**config.mk**
```make
export PLATFORM = sky130hd
export DESIGN_NAME = madd_err_sweep_ctrl
export DESIGN_NICKNAME = d
export VERILOG_FILES = /design/src/rtl/madd_err_sweep_ctrl.sv
export SDC_FILE = /design/constraint.sdc
export NUM_CORES = 1
export LEC_CHECK = 0
export CORE_MARGIN = 2
export CORE_UTILIZATION = 55
export DETAILED_ROUTE_END_ITERATION = 12
export PLACE_DENSITY = 0.88
export RECOVER_POWER = 50
export SLEW_MARGIN = 20
export SYNTH_ARGS = -nofsm -noshare
export SYNTH_HDL_FRONTEND = slang
export SYNTH_SLANG_ARGS = --single-unit
export TNS_END_PERCENT = 30
```
**constraint.sdc**
```tcl
create_clock -name clk -period 3.7 [get_ports clk]
set_clock_uncertainty 0.2 [all_clocks]
set_input_delay 0.925 -clock clk [delete_from_list [all_inputs] [get_ports clk]]
set_output_delay 0.925 -clock clk [all_outputs]
set_load 0.02 [all_outputs]
```
**src/rtl/madd_err_sweep_ctrl.sv**
```systemverilog
// Exhaustive input sweep over an exact/approximate datapath pair. Accumulates max error,
// mismatch count and error sum, then grades the result against a latched threshold.
module madd_err_sweep_ctrl #(
  parameter int unsigned IN_W         = 6,
  parameter int unsigned OUT_W        = 4,
  parameter int unsigned LAT          = 0,
  parameter bit          STOP_ON_FAIL = 1'b0
) (
  input  logic                  clk,
  input  logic                  rst,
  input  logic                  start,
  input  logic [OUT_W-1:0]      et_thr,
  output logic [IN_W-1:0]       vec_out,
  output logic                  vec_valid,
  input  logic [OUT_W-1:0]      exact_res,
  input  logic [OUT_W-1:0]      approx_res,
  output logic                  busy,
  output logic                  done,
  output logic [OUT_W-1:0]      max_err,
  output logic [IN_W:0]         err_cnt,
  output logic [IN_W+OUT_W-1:0] err_sum,
  output logic                  pass
);

  localparam logic [1:0] StIdle  = 2'd0;
  localparam logic [1:0] StSweep = 2'd1;
  localparam logic [1:0] StDrain = 2'd2;
  localparam logic [1:0] StFin   = 2'd3;

  // Extra counter bit keeps the last-vector test independent of wrap-around.
  localparam logic [IN_W:0] LastVec = {1'b0, {IN_W{1'b1}}};

  logic [1:0]            state_q, state_d;
  logic [IN_W:0]         cnt_q;
  logic [OUT_W-1:0]      thr_q;
  logic [OUT_W-1:0]      max_err_q;
  logic [IN_W:0]         err_cnt_q;
  logic [IN_W+OUT_W-1:0] err_sum_q;
  logic                  pass_q;

  logic                  start_ok;
  logic                  cmp_valid;
  logic                  drain_pending;
  logic                  fail_now;
  logic                  last_issue;
  logic [OUT_W-1:0]      err;

  // Valid pipeline that tracks which cycles carry a result worth comparing.
  if (LAT == 0) begin : g_no_pipe
    assign cmp_valid     = vec_valid;
    assign drain_pending = 1'b0;
  end else begin : g_pipe
    logic [LAT-1:0] pipe_q;

    always_ff @(posedge clk or posedge rst) begin
      if (rst) begin
        pipe_q <= '0;
      end else begin
        pipe_q[0] <= vec_valid;
        for (int i = 1; i < LAT; i++) begin
          pipe_q[i] <= pipe_q[i-1];
        end
      end
    end

    assign cmp_valid = pipe_q[LAT-1];
    // Anything below the top stage still has a compare ahead of it.
    assign drain_pending = |(pipe_q << 1);
  end

  always_comb begin
    vec_valid  = (state_q == StSweep);
    vec_out    = vec_valid ? cnt_q[IN_W-1:0] : '0;
    busy       = (state_q == StSweep) || (state_q == StDrain);
    done       = (state_q == StFin);
    start_ok   = start && (state_q == StIdle);
    err        = (exact_res >= approx_res) ? (exact_res - approx_res)
                                           : (approx_res - exact_res);
    fail_now   = cmp_valid && (err > thr_q);
    last_issue = (cnt_q == LastVec) || (STOP_ON_FAIL && fail_now);
  end

  always_comb begin
    state_d = state_q;
    case (state_q)
      StIdle: begin
        if (start) state_d = StSweep;
      end
      StSweep: begin
        if (last_issue) state_d = (LAT == 0) ? StFin : StDrain;
      end
      StDrain: begin
        if (!drain_pending) state_d = StFin;
      end
      StFin: begin
        state_d = StIdle;
      end
      default: state_d = StIdle;
    endcase
  end

  always_ff @(posedge clk or posedge rst) begin
    if (rst) begin
      state_q   <= StIdle;
      cnt_q     <= '0;
      thr_q     <= '0;
      max_err_q <= '0;
      err_cnt_q <= '0;
      err_sum_q <= '0;
      pass_q    <= 1'b0;
    end else begin
      state_q <= state_d;
      if (start_ok) begin
        thr_q     <= et_thr;
        cnt_q     <= '0;
        max_err_q <= '0;
        err_cnt_q <= '0;
        err_sum_q <= '0;
        pass_q    <= 1'b0;
      end else begin
        if (vec_valid) begin
          cnt_q <= cnt_q + {{IN_W{1'b0}}, 1'b1};
        end
        if (cmp_valid) begin
          if (err > max_err_q) max_err_q <= err;
          if (err != '0) err_cnt_q <= err_cnt_q + {{IN_W{1'b0}}, 1'b1};
          err_sum_q <= err_sum_q + {{IN_W{1'b0}}, err};
        end
        if (state_q == StFin) begin
          pass_q <= (max_err_q <= thr_q);
        end
      end
    end
  end

  assign max_err = max_err_q;
  assign err_cnt = err_cnt_q;
  assign err_sum = err_sum_q;
  assign pass    = pass_q;

endmodule

```
==> results.tsv <==
metric	value	unit
Period Utilization, post-route	98.2	%
hold crit path type	reg2reg	
area leader, netlist	dfrtp_1	
Post-synth ARST share	100	%
clk sink count	35	
WP data arrival	3.61	ns
Die X	68.9	um
area growth from synthesis to layout	36.4	%
Die ar.	4750	um^2
share of layout cells above drive strength 1	23.2	%
post-layout minimum cycle time	3.63	ns
post-synthesis register bit count	35	
cts hold-fix bufs	0	
Avg Synthesized Cell Area	9.59	um^2
number of iterations in the first detailed-routing pass	4	
Port Buf Inserts	45	
mapped cell area	2320	um^2
CTS tree	built	
Syn Nets	285	
leak pwr	1.46	nW
gp weighted congestion	0.790	
Remaining DRCs	0	
vias in the first global route	1928	
Total Nets Final	353	
# rows	23	
register area	876	um^2
DRT iter0 DRCs	67	
Tightest Pin Transition	0.842	ns
total power	0.00229	W
clock buffer depth	2	
Synth Flop Type	dfrtp_1	
Cell variety after synth	44	
vias per inst	5.39	
starting density of the core	57.6	%
HPWL reported at the end of detailed placement	3730	um
Worst IR Drop VDD	0.865	mV
Critical Path Fanout Max	5	
Fillers	263	
normalized max-slew margin	43.8	%
largest net degree at the start of global routing	23	
top-area cell type share of the netlist area	37.8	%
commonest non-fill, non-tap cells in the layout	clkdlybuf4s50_1, dfrtp_1, nor2_1	
H-tree depth	2	
routed wire length	5510	um
average wire per standard cell	15.2	um
crit end category	register	
post-synthesis sequential area ratio	37.8	%
total track usage	25.6	%
setup violators final	0	
Worst setup SP type	input pin	
clock slew at reported path FFs	0.08	ns
required time of the critical path	3.68	ns
max cap viols	0	
Synth Instances	242	
multi-input logic area	1410	um^2
maximum clock rate	0.275	GHz
ANT nets after route	0	
root buf cell	clkbuf_8	
outcome	finished, final reports clean	
unrepaired setup endpoints after global routing	yes	
EDFF count, synth	0	
final hold viol count	0	
pwr dens	725	nW/um^2
Slew Limit Fails	0	
first-pass GRT wire length	8870	um
Area contributors post-synth	dfrtp_1, ha_1, inv_1	
Overflow after GRT	0	
via count	1946	
Ports	46	
YS warnings	0	
Inserted Diodes	0	
CTS Buf Count	5	
Die H	68.9	um
final cell utilization of the core	78.5	%
commonest non-fill, non-tap cell in the layout	clkdlybuf4s50_1	
Worst-Skew Late Latency	0.29	ns
WS Path Type	in2reg	
core area	4030	um^2
antenna violations before repair	0	
## registers in the layout (all words and copies together) (netlist names)
register	count
err_cnt	7
max_err	4
err_sum	10
pass	1
cnt_q	7
thr_q	4
state_q	2
## synthesized netlist by cell type (2+ instances only)
master    count
inv_1        25
a21oi_2       5
a21oi_1      11
xor2_1        7
o21ai_2       4
xnor2_1       5
mux2i_1       4
a21o_1        3
ha_1         25
dfrtp_1      35
or2_2         2
clkbuf_1      5
nand2b_1      2
or3_2         3
nand2_1      17
o21ai_0      14
nor2_1       24
fa_1          3
and2_1        6
nor2b_1       4
a211oi_1      2
nand3_1      10
or3_1         4
o21ai_1       2
## logic make-up (layout without fill, tap and decap cells)
| family | Yosys count | after routing | synth area share [%] |
|---|---|---|---|
| AO/OA/AOI/OAI | 51 | 51 | 16.0 |
| XOR/XNOR | 14 | 14 | 5.93 |
| adder cells (fa/ha/maj) | 28 | 28 | 16.1 |
| buffers and inverters | 32 | 101 | 5.66 |
| flip-flops | 35 | 35 | 37.8 |
| multiplexers | 6 | 6 | 2.86 |
| AND/OR/NAND/NOR | 76 | 76 | 15.7 |
## metrics by stage
stage	instance area (um^2)	hold slack, ns	instances	TNS [ns]	setup slack [ns]
final	3160	0.321	361	0	0.0653
after global routing	3160	0.339	361	-0.779	-0.114
after CTS	3130	0.316	360	0	0.0110
after detailed placement	2960	0.301	347	-8.30	-0.610
after global placement	2960	0.284	347	-7.14	-0.530
after floorplan	2340	0.250	242	-0.0244	-0.0145
## where the power goes
group	switching [W]	leakage, nW	total (W)	internal (W)
logic	0.000681	0.946	0.00130	0.000623
registers	0.000129	0.453	0.000639	0.000510
clock network	0.000149	0.0581	0.000350	0.000201
## final cells by class
type	count	share of cell area, %
multi-input cells	175	44.5
inverters	25	2.97
well taps	50	1.98
clock inverters	3	1.38
flip-flops and latches	35	27.7
repair buffers	68	19.3
clock buffers	5	2.17
## per-layer routing
layer / wire length [um] / vias up / GRT usage (%) / share of wire, %
met3: 265 / 14 / 5.52 / 4.8
met4: 107 / 0 / 8.33 / 1.9
met2: 2790 / 53 / 45.7 / 51
met5: 0 / - / 0 / 0
met1: 2340 / 923 / 30.6 / 42
li1: - / 956 / - / -
## path summary, 6_finish.rpt
kind | from | to | slack [ns] | depth (start not counted)
min | thr_q[0]$_DFFE_PP0P_ | thr_q[0]$_DFFE_PP0P_ | 0.32 | 2
max in group asynchronous | rst | max_err[2]$_DFFE_PP0P_ | 1.42 | 3
min reg2reg | thr_q[0]$_DFFE_PP0P_ | thr_q[0]$_DFFE_PP0P_ | 0.32 | 2
max reg2reg | state_q[1]$_DFFE_PP0P_ | err_cnt[4]$_DFFE_PP0P_ | 1.32 | 7
max | approx_res[1] | err_sum[9]$_DFFE_PP0P_ | 0.07 | 15
min in group asynchronous | rst | cnt_q[1]$_DFFE_PP0P_ | 1.03 | 2
## critical path, cell delays in order
cell and delay (ns):
dlygate4sd2_1 0.25, buf_4 0.14, ha_1 0.29, a21o_1 0.19
a31oi_4 0.22, nand2_2 0.09, mux2_4 0.35, ha_4 0.21
a21o_1 0.15, a21oi_2 0.14, nor2b_1 0.06, o211a_1 0.28
nand3_2 0.10, xor2_1 0.15, nor2_1 0.05
## timing repair
item	in CTS	in global routing
gates resized for setup	17	13
pin swaps	9	12
setup buffers	5	1
setup endpoints to repair	17	11
Note: power is estimated with default switching activity, not from simulation.
